### config.mk
export PLATFORM = sky130hd
export DESIGN_NAME = ddr3_pg_req_initiator
export DESIGN_NICKNAME = d
export VERILOG_FILES = /design/src/rtl/ddr3_pg_req_initiator.sv
export SDC_FILE = /design/constraint.sdc
export NUM_CORES = 1
export LEC_CHECK = 0
export CAP_MARGIN = 20
export CELL_PAD_IN_SITES_DETAIL_PLACEMENT = 2
export CELL_PAD_IN_SITES_GLOBAL_PLACEMENT = 2
export CORE_MARGIN = 2
export CORE_UTILIZATION = 34
export CTS_BUF_LIST = sky130_fd_sc_hd__clkbuf_4 sky130_fd_sc_hd__clkbuf_8 sky130_fd_sc_hd__clkbuf_16
export CTS_CLUSTER_SIZE = 24
export DETAILED_ROUTE_END_ITERATION = 6
export MAX_ROUTING_LAYER = met4
export PLACE_DENSITY = 0.94
export RECOVER_POWER = 50
export SKIP_LAST_GASP = 1
export SYNTH_ARGS = -nofsm -noshare
export SYNTH_HDL_FRONTEND = slang
export SYNTH_SLANG_ARGS = --single-unit
### constraint.sdc
create_clock -name clk -period 8 [get_ports clk]
set_clock_uncertainty 0.15 [all_clocks]
set_input_delay 1.6 -clock clk [delete_from_list [all_inputs] [get_ports clk]]
set_output_delay 1.6 -clock clk [all_outputs]
set_load 0.03 [all_outputs]
### src/rtl/ddr3_pg_req_initiator.sv
// XDOM-side initiator for the DDR3 page-transfer handshake: one four-phase pg_req/pg_ack
// exchange per page, gated on DPRAM readiness and MIG calibration, with a stall timeout.
module ddr3_pg_req_initiator #(
  parameter int unsigned PG_STRIDE      = 2048,
  parameter int unsigned TIMEOUT_CYCLES = 65535
) (
  input  logic        clk,
  input  logic        rst_n,
  input  logic        cmd_start,
  input  logic        cmd_optype,
  input  logic [27:0] cmd_addr,
  input  logic [15:0] cmd_npages,
  input  logic        buf_rdy,
  input  logic        pg_ack,
  input  logic        init_calib_complete,
  output logic        pg_req,
  output logic        pg_optype,
  output logic [27:0] pg_req_addr,
  output logic        busy,
  output logic        pg_cmplt,
  output logic        done,
  output logic [15:0] pages_done,
  output logic        err_timeout
);

  localparam logic [27:0] Stride = 28'(PG_STRIDE);
  localparam logic [15:0] TmoMax = 16'(TIMEOUT_CYCLES);

  typedef enum logic [2:0] {
    StIdle,
    StWaitBuf,
    StReq,
    StRel,
    StFin,
    StErr
  } state_e;

  state_e      state_q;
  logic [15:0] npages_q;
  logic [15:0] tmo_cnt_q;
  logic        ack_meta_q, ack_s;
  logic        calib_meta_q, calib_s;

  always_ff @(posedge clk or negedge rst_n) begin
    if (!rst_n) begin
      ack_meta_q   <= 1'b0;
      ack_s        <= 1'b0;
      calib_meta_q <= 1'b0;
      calib_s      <= 1'b0;
    end else begin
      ack_meta_q   <= pg_ack;
      ack_s        <= ack_meta_q;
      calib_meta_q <= init_calib_complete;
      calib_s      <= calib_meta_q;
    end
  end

  always_ff @(posedge clk or negedge rst_n) begin
    if (!rst_n) begin
      state_q     <= StIdle;
      npages_q    <= '0;
      tmo_cnt_q   <= '0;
      pg_req      <= 1'b0;
      pg_optype   <= 1'b0;
      pg_req_addr <= '0;
      busy        <= 1'b0;
      pg_cmplt    <= 1'b0;
      done        <= 1'b0;
      pages_done  <= '0;
      err_timeout <= 1'b0;
    end else begin
      pg_cmplt <= 1'b0;
      done     <= 1'b0;
      case (state_q)
        // A stalled command parks in StErr; a new strobe is accepted from there directly.
        StIdle, StErr: begin
          if (cmd_start) begin
            pg_optype   <= cmd_optype;
            pg_req_addr <= cmd_addr;
            npages_q    <= cmd_npages;
            pages_done  <= '0;
            err_timeout <= 1'b0;
            busy        <= 1'b1;
            state_q     <= (cmd_npages == 16'd0) ? StFin : StWaitBuf;
          end
        end
        StWaitBuf: begin
          // !ack_s keeps a new request from rising onto a still-high acknowledge.
          if (buf_rdy && calib_s && !ack_s) begin
            pg_req    <= 1'b1;
            tmo_cnt_q <= '0;
            state_q   <= StReq;
          end
        end
        StReq: begin
          if (ack_s) begin
            pg_req    <= 1'b0;
            tmo_cnt_q <= '0;
            state_q   <= StRel;
          end else if (tmo_cnt_q == TmoMax) begin
            pg_req      <= 1'b0;
            err_timeout <= 1'b1;
            busy        <= 1'b0;
            state_q     <= StErr;
          end else begin
            tmo_cnt_q <= tmo_cnt_q + 16'd1;
          end
        end
        StRel: begin
          if (!ack_s) begin
            pg_cmplt    <= 1'b1;
            pages_done  <= pages_done + 16'd1;
            pg_req_addr <= pg_req_addr + Stride;
            state_q     <= (pages_done + 16'd1 == npages_q) ? StFin : StWaitBuf;
          end else if (tmo_cnt_q == TmoMax) begin
            err_timeout <= 1'b1;
            busy        <= 1'b0;
            state_q     <= StErr;
          end else begin
            tmo_cnt_q <= tmo_cnt_q + 16'd1;
          end
        end
        StFin: begin
          done    <= 1'b1;
          busy    <= 1'b0;
          state_q <= StIdle;
        end
        default: state_q <= StIdle;
      endcase
    end
  end

endmodule

* Yosys cells after proc, flatten, opt, wreduce, memory -nomap -nowiden
Index checks and enable logic that the tools add are counted.
** Word-level totals
- Register bits :: 89
- Input port bits :: 51
- Output and inout port bits :: 50
- Word-level logic and storage cells :: 85
** Cells by class
- Add/subtract/negate cells :: 3
- Equality and inequality tests :: 13
- Mux-type cells :: 36
- Reductions and logical operators :: 18
** Operators with widths (number)
- $mux 16 :: 6
- $mux 28 :: 2
- $pmux 28 s2 :: 1
- $pmux 16 s3 :: 1
- $add 16x1->16 const B :: 2
- $pmux 16 s2 :: 1
- $add 28x12->28 const B :: 1
- $mux 3 :: 7
- $eq 16x16->1 :: 1
- $eq 16x16->1 const B :: 1
- $logic_not 16->1 :: 1
- $mux 1 :: 14
- $pmux 3 s4 :: 1
- $ne 2x2->1 const B :: 5
- $reduce_and 3->1 :: 3
- $reduce_and 4->1 :: 2
- $eq 3x2->1 const B :: 2
- $eq 3x3->1 const B :: 2
- $reduce_bool 3->1 :: 2
- $pmux 1 s4 :: 1
- $reduce_and 2->1 :: 2
- $reduce_bool 2->1 :: 2
- $reduce_bool 4->1 :: 1
- $eq 3x1->1 const B :: 1
- other kinds (7) :: 8

* Logic depth before layout (Yosys ltp)
- Word-level depth :: 5
- Mapped depth :: 10
- Mapped depth without buffers :: 8

* Least setup slack after synthesis
No wires, ideal clock.
- Kind :: in2reg
- Start point :: input port buf_rdy
- End point :: register tmo_cnt_q[9]
- Setup time :: 0.078 ns
- Data arrival time :: 2.887 ns
- Data required time :: 7.772 ns
- Slack :: 4.885 ns
- Stages on the path :: 6
- Buffers on the path :: 0
- Cell sequence :: nand2_1 -> or3_1 -> a21oi_1 -> nand3b_1 -> or3_1 -> a21oi_1
** On the way
- Longest elaborated chain between the ends :: 4
** RTL lines
- start: declaration :: RTL line 13 : input logic buf_rdy,
- $logic_and 1x1->1 (2 in series) :: RTL line 89 : if (buf_rdy && calib_s && !ack_s) begin
- $ne 2x2->1 (no line)
- $reduce_and 3->1 (no line)
- end signal: assignment :: RTL line 106 : tmo_cnt_q <= tmo_cnt_q + 16'd1;
- end signal: assignment :: RTL line 120 : tmo_cnt_q <= tmo_cnt_q + 16'd1;
- end: declaration :: RTL line 40 : logic [15:0] tmo_cnt_q;
Every way passes these cells.
A chain may end at the register's enable or synchronous reset.

* Final worst setup path
- Start point :: input port cmd_start
- End point :: register pages_done[6]
** On the way
- Longest elaborated chain between the ends :: 2
** RTL lines
- start: declaration :: RTL line 9 : input logic cmd_start,
- $ne 2x2->1 (no line)
- $reduce_and 3->1 (no line)
- end signal: assignment :: RTL line 112 : pages_done <= pages_done + 16'd1;
- end: declaration :: RTL line 22 : output logic [15:0] pages_done,
Every way passes these cells.

==> impl_results.md <==
* Outcome: finished with violations
* Failing checks: capacitance limit, slew limit
* Worst-Skew Late Latency at 360 ps
* Die area at 15400 sq um
* Hold slack at 212 ps
* Final #Nets at 663
* Total number of vias at 4437
* Synth Register Bits at 89
* Met3 WL post-DR at 481 um
* Ys async rst share at 100%
* Fillers at 1506
* Std cell rows at 43
* R2R Setup Slk at 4070 ps
* Lkg Pwr at 2.50 nW
* DR WL met2 at 8810 um
* Highest routed layer: met4
* Pwr/cell area at 343 nW/um^2
* H-Tree Level Count at 3
* Inserted Clock Buffers at 9
* Tcrit/Tclk final at 63.6%
* DRT iter0 DRCs at 284
* Routed WL per cell at 20.6 um
* Synth Flop Type: dfrtp_1
* Pin count of the biggest net entering global routing at 53
* Clk sinks at 89
* Commonest non-fill, non-tap cells in the layout: 89 x dfrtp_1, 83 x clkdlybuf4s50_1, 59 x nand2_1, 49 x a21oi_1, 49 x o21ai_0
* IO Port Bufs at 100
* M1 wire length at 6850 um
* Sequential cell area at 2230 sq um
* Critical path type: primary input to flop
* Share of cells above drive strength 1 at 9.93%
* I/O pin count at 101
* CP Capture Type: flop
* Post-synthesis sequential area ratio at 45.5%
* CP startpoint kind: primary input
* Drt drc at 0
* TritonCTS clock tree: yes
* CTS resizes at 0
* Vias in the first global route at 5068
* Design Power at 0.00217 W
* Commonest non-fill, non-tap cell in the layout: dfrtp_1
* Post-CTS Setup Inserts at 0
* Crit path max-delay family: buffers and inverters
* Root Buffer: clkbuf_16
* GRT Total Usage at 23.5%
* Final GP Congestion at 0.837
* Post-synthesis net count at 576
* Min cycle time layout at 5090 ps
* Core area at 14000 sq um
* Worst vdd ir at 0.000142 V
* First-pass iteration count of the detailed router at 4
* CP bufs+invs at 3
* Critical-path maximum fanout at 35
* Die height at 124 um
* First-pass GRT wire length at 26900 um
* Fin. Hold Viols at 0
* Worst-path clk slew at 70 ps
* Peak Freq at 0.196 GHz
* Req. time, crit path at 8050 ps
* HP Class: flop to flop
* DP HPWL at 11900 um
* Area of the mapped netlist at 4900 sq um
* Maxcap violations at 2
* Buffer depth of the longest clock path at 2
* EDFF count, synth at 0
* Vias per inst at 5.58
* Slowest CP cell: clkbuf_1
* Multi-input logic area at 2440 sq um
* Post-route antenna net violation count at 0
* Die Wd at 124 um
* Synth warn at 0
* Setup TNS at 0 ps
* Largest stage delay, worst path at 1360 ps
* Final Routed Wirelength at 16400 um
* RSZ-0062 raised after global routing: false
* Initial core utilization at 35.0%
* Final Max Tran Viols at 75
* CP arrival at 5140 ps
* GRT overflow at 0
* Initial antenna violation count at 1
* Worst Tran Pin Value at 2330 ps
* Hold buffers post-CTS at 0
* CP cell instances: dlygate4sd3_1 -> nand2_1 -> a21oi_4 -> clkbuf_1 -> nor2_1 -> buf_4 -> o21ai_0 -> o31ai_1
* Distinct cell type count after synthesis at 61
* Worst relative slew slack at -55.6%
* Final setup fails at 0
* Layout overhead on the synthesized area at 29.0%
* Syn Area/Cell at 9.38 sq um
* Mapped Cells at 522
-- stage by stage --
stage               utilization (%)  setup WS, ps  std cells  instance area, sq um
finish                         45.2          2910        795                  6320
global route                   45.2          2540        795                  6320
CTS                            45.2          4210        794                  6320
detailed placement             42.7          3890        778                  5970
global placement               42.7          4120        778                  5970
floorplan                         -          4890        522                  4900
-- sequential cells by signal, summed over array words and instances, names as in the netlist, 3 cells and up --
signal,flops
pages_done,16
pg_req_addr,28
tmo_cnt_q,16
npages_q,16
state_q,3
-- final timing paths --
| check | startpoint | endpoint | cells past startpoint |
|---|---|---|---|
| worst max-delay path | cmd_start | pages_done[6] | 8 |
| worst min-delay path | ack_meta_q | ack_s | 0 |
| worst max register to register | state_q[2] | pages_done[6] | 8 |
| worst min register to register | ack_meta_q | ack_s | 0 |
| max in group asynchronous | rst_n | pages_done[9] | 2 |
| min in group asynchronous | rst_n | tmo_cnt_q[4] | 1 |
-- power by group --
part           switching, W  internal, W  leakage, nW  total (W)
logic              0.000528     0.000382         1.22   0.000910
clock network      0.000196     0.000308        0.167   0.000504
registers          0.000163     0.000591         1.11   0.000754
-- cells by family after synthesis --
family / count (synthesis) / share of synthesized area [%]
muxes: 32 / 7.23
buffers and inverters: 41 / 4.96
AOI/OAI and AO/OA: 143 / 16.9
DFF: 89 / 45.5
adders and majority gates: 3 / 0.767
xor gates and xnor gates: 28 / 5.01
and+or+nand+nor: 186 / 19.6
-- worst reg2reg max path, stage by stage, from the launching register on --
cell and delay [ps]:
dfrtp_1 580, nor2_1 310, inv_1 120, a21oi_4 130, clkbuf_1 1370, nor2_1 390
buf_4 360, o21ai_0 270, o31ai_1 120
-- metal layers --
metal / global-route usage [%] / up-vias
met5: - / -
met4: 5.62 / 0
met3: 5.54 / 18
met2: 41.7 / 86
met1: 27.0 / 2283
li1: - / 2050
-- Yosys cell counts, types with 3 or more instances --
master	n	area [sq um]
dfrtp_1	89	2230
clkbuf_1	19	71.3
a21oi_1	50	250
a31oi_1	8	50.1
nand2_1	59	221
and3_1	7	43.8
o21ai_0	49	245
mux2_2	27	304
ha_1	3	37.5
nand4_1	9	56.3
mux2i_1	5	50.1
inv_1	13	48.8
xnor2_1	16	140
or3_1	3	18.8
and4_1	3	26.3
nand3_1	16	80.1
o22ai_1	6	37.5
nor4_1	5	31.3
clkbuf_8	5	68.8
nor2_1	48	180
o211ai_1	3	22.5
and2_1	3	18.8
nor3_1	10	50.1
xor2_1	12	105
o31ai_1	8	60.1
nand3_4	3	52.6
-- cell type report --
cell class	count	area share [%]
Inverter	13	0.772
Antenna cell	1	0.0396
Clock buffer	9	3.57
Tap cell	180	3.57
Sequential cell	89	35.3
Clock inverter	7	1.96
Multi-Input combinational cell	392	38.7
Timing Repair Buffer	104	16.2
(Power assumes the default switching activity.)
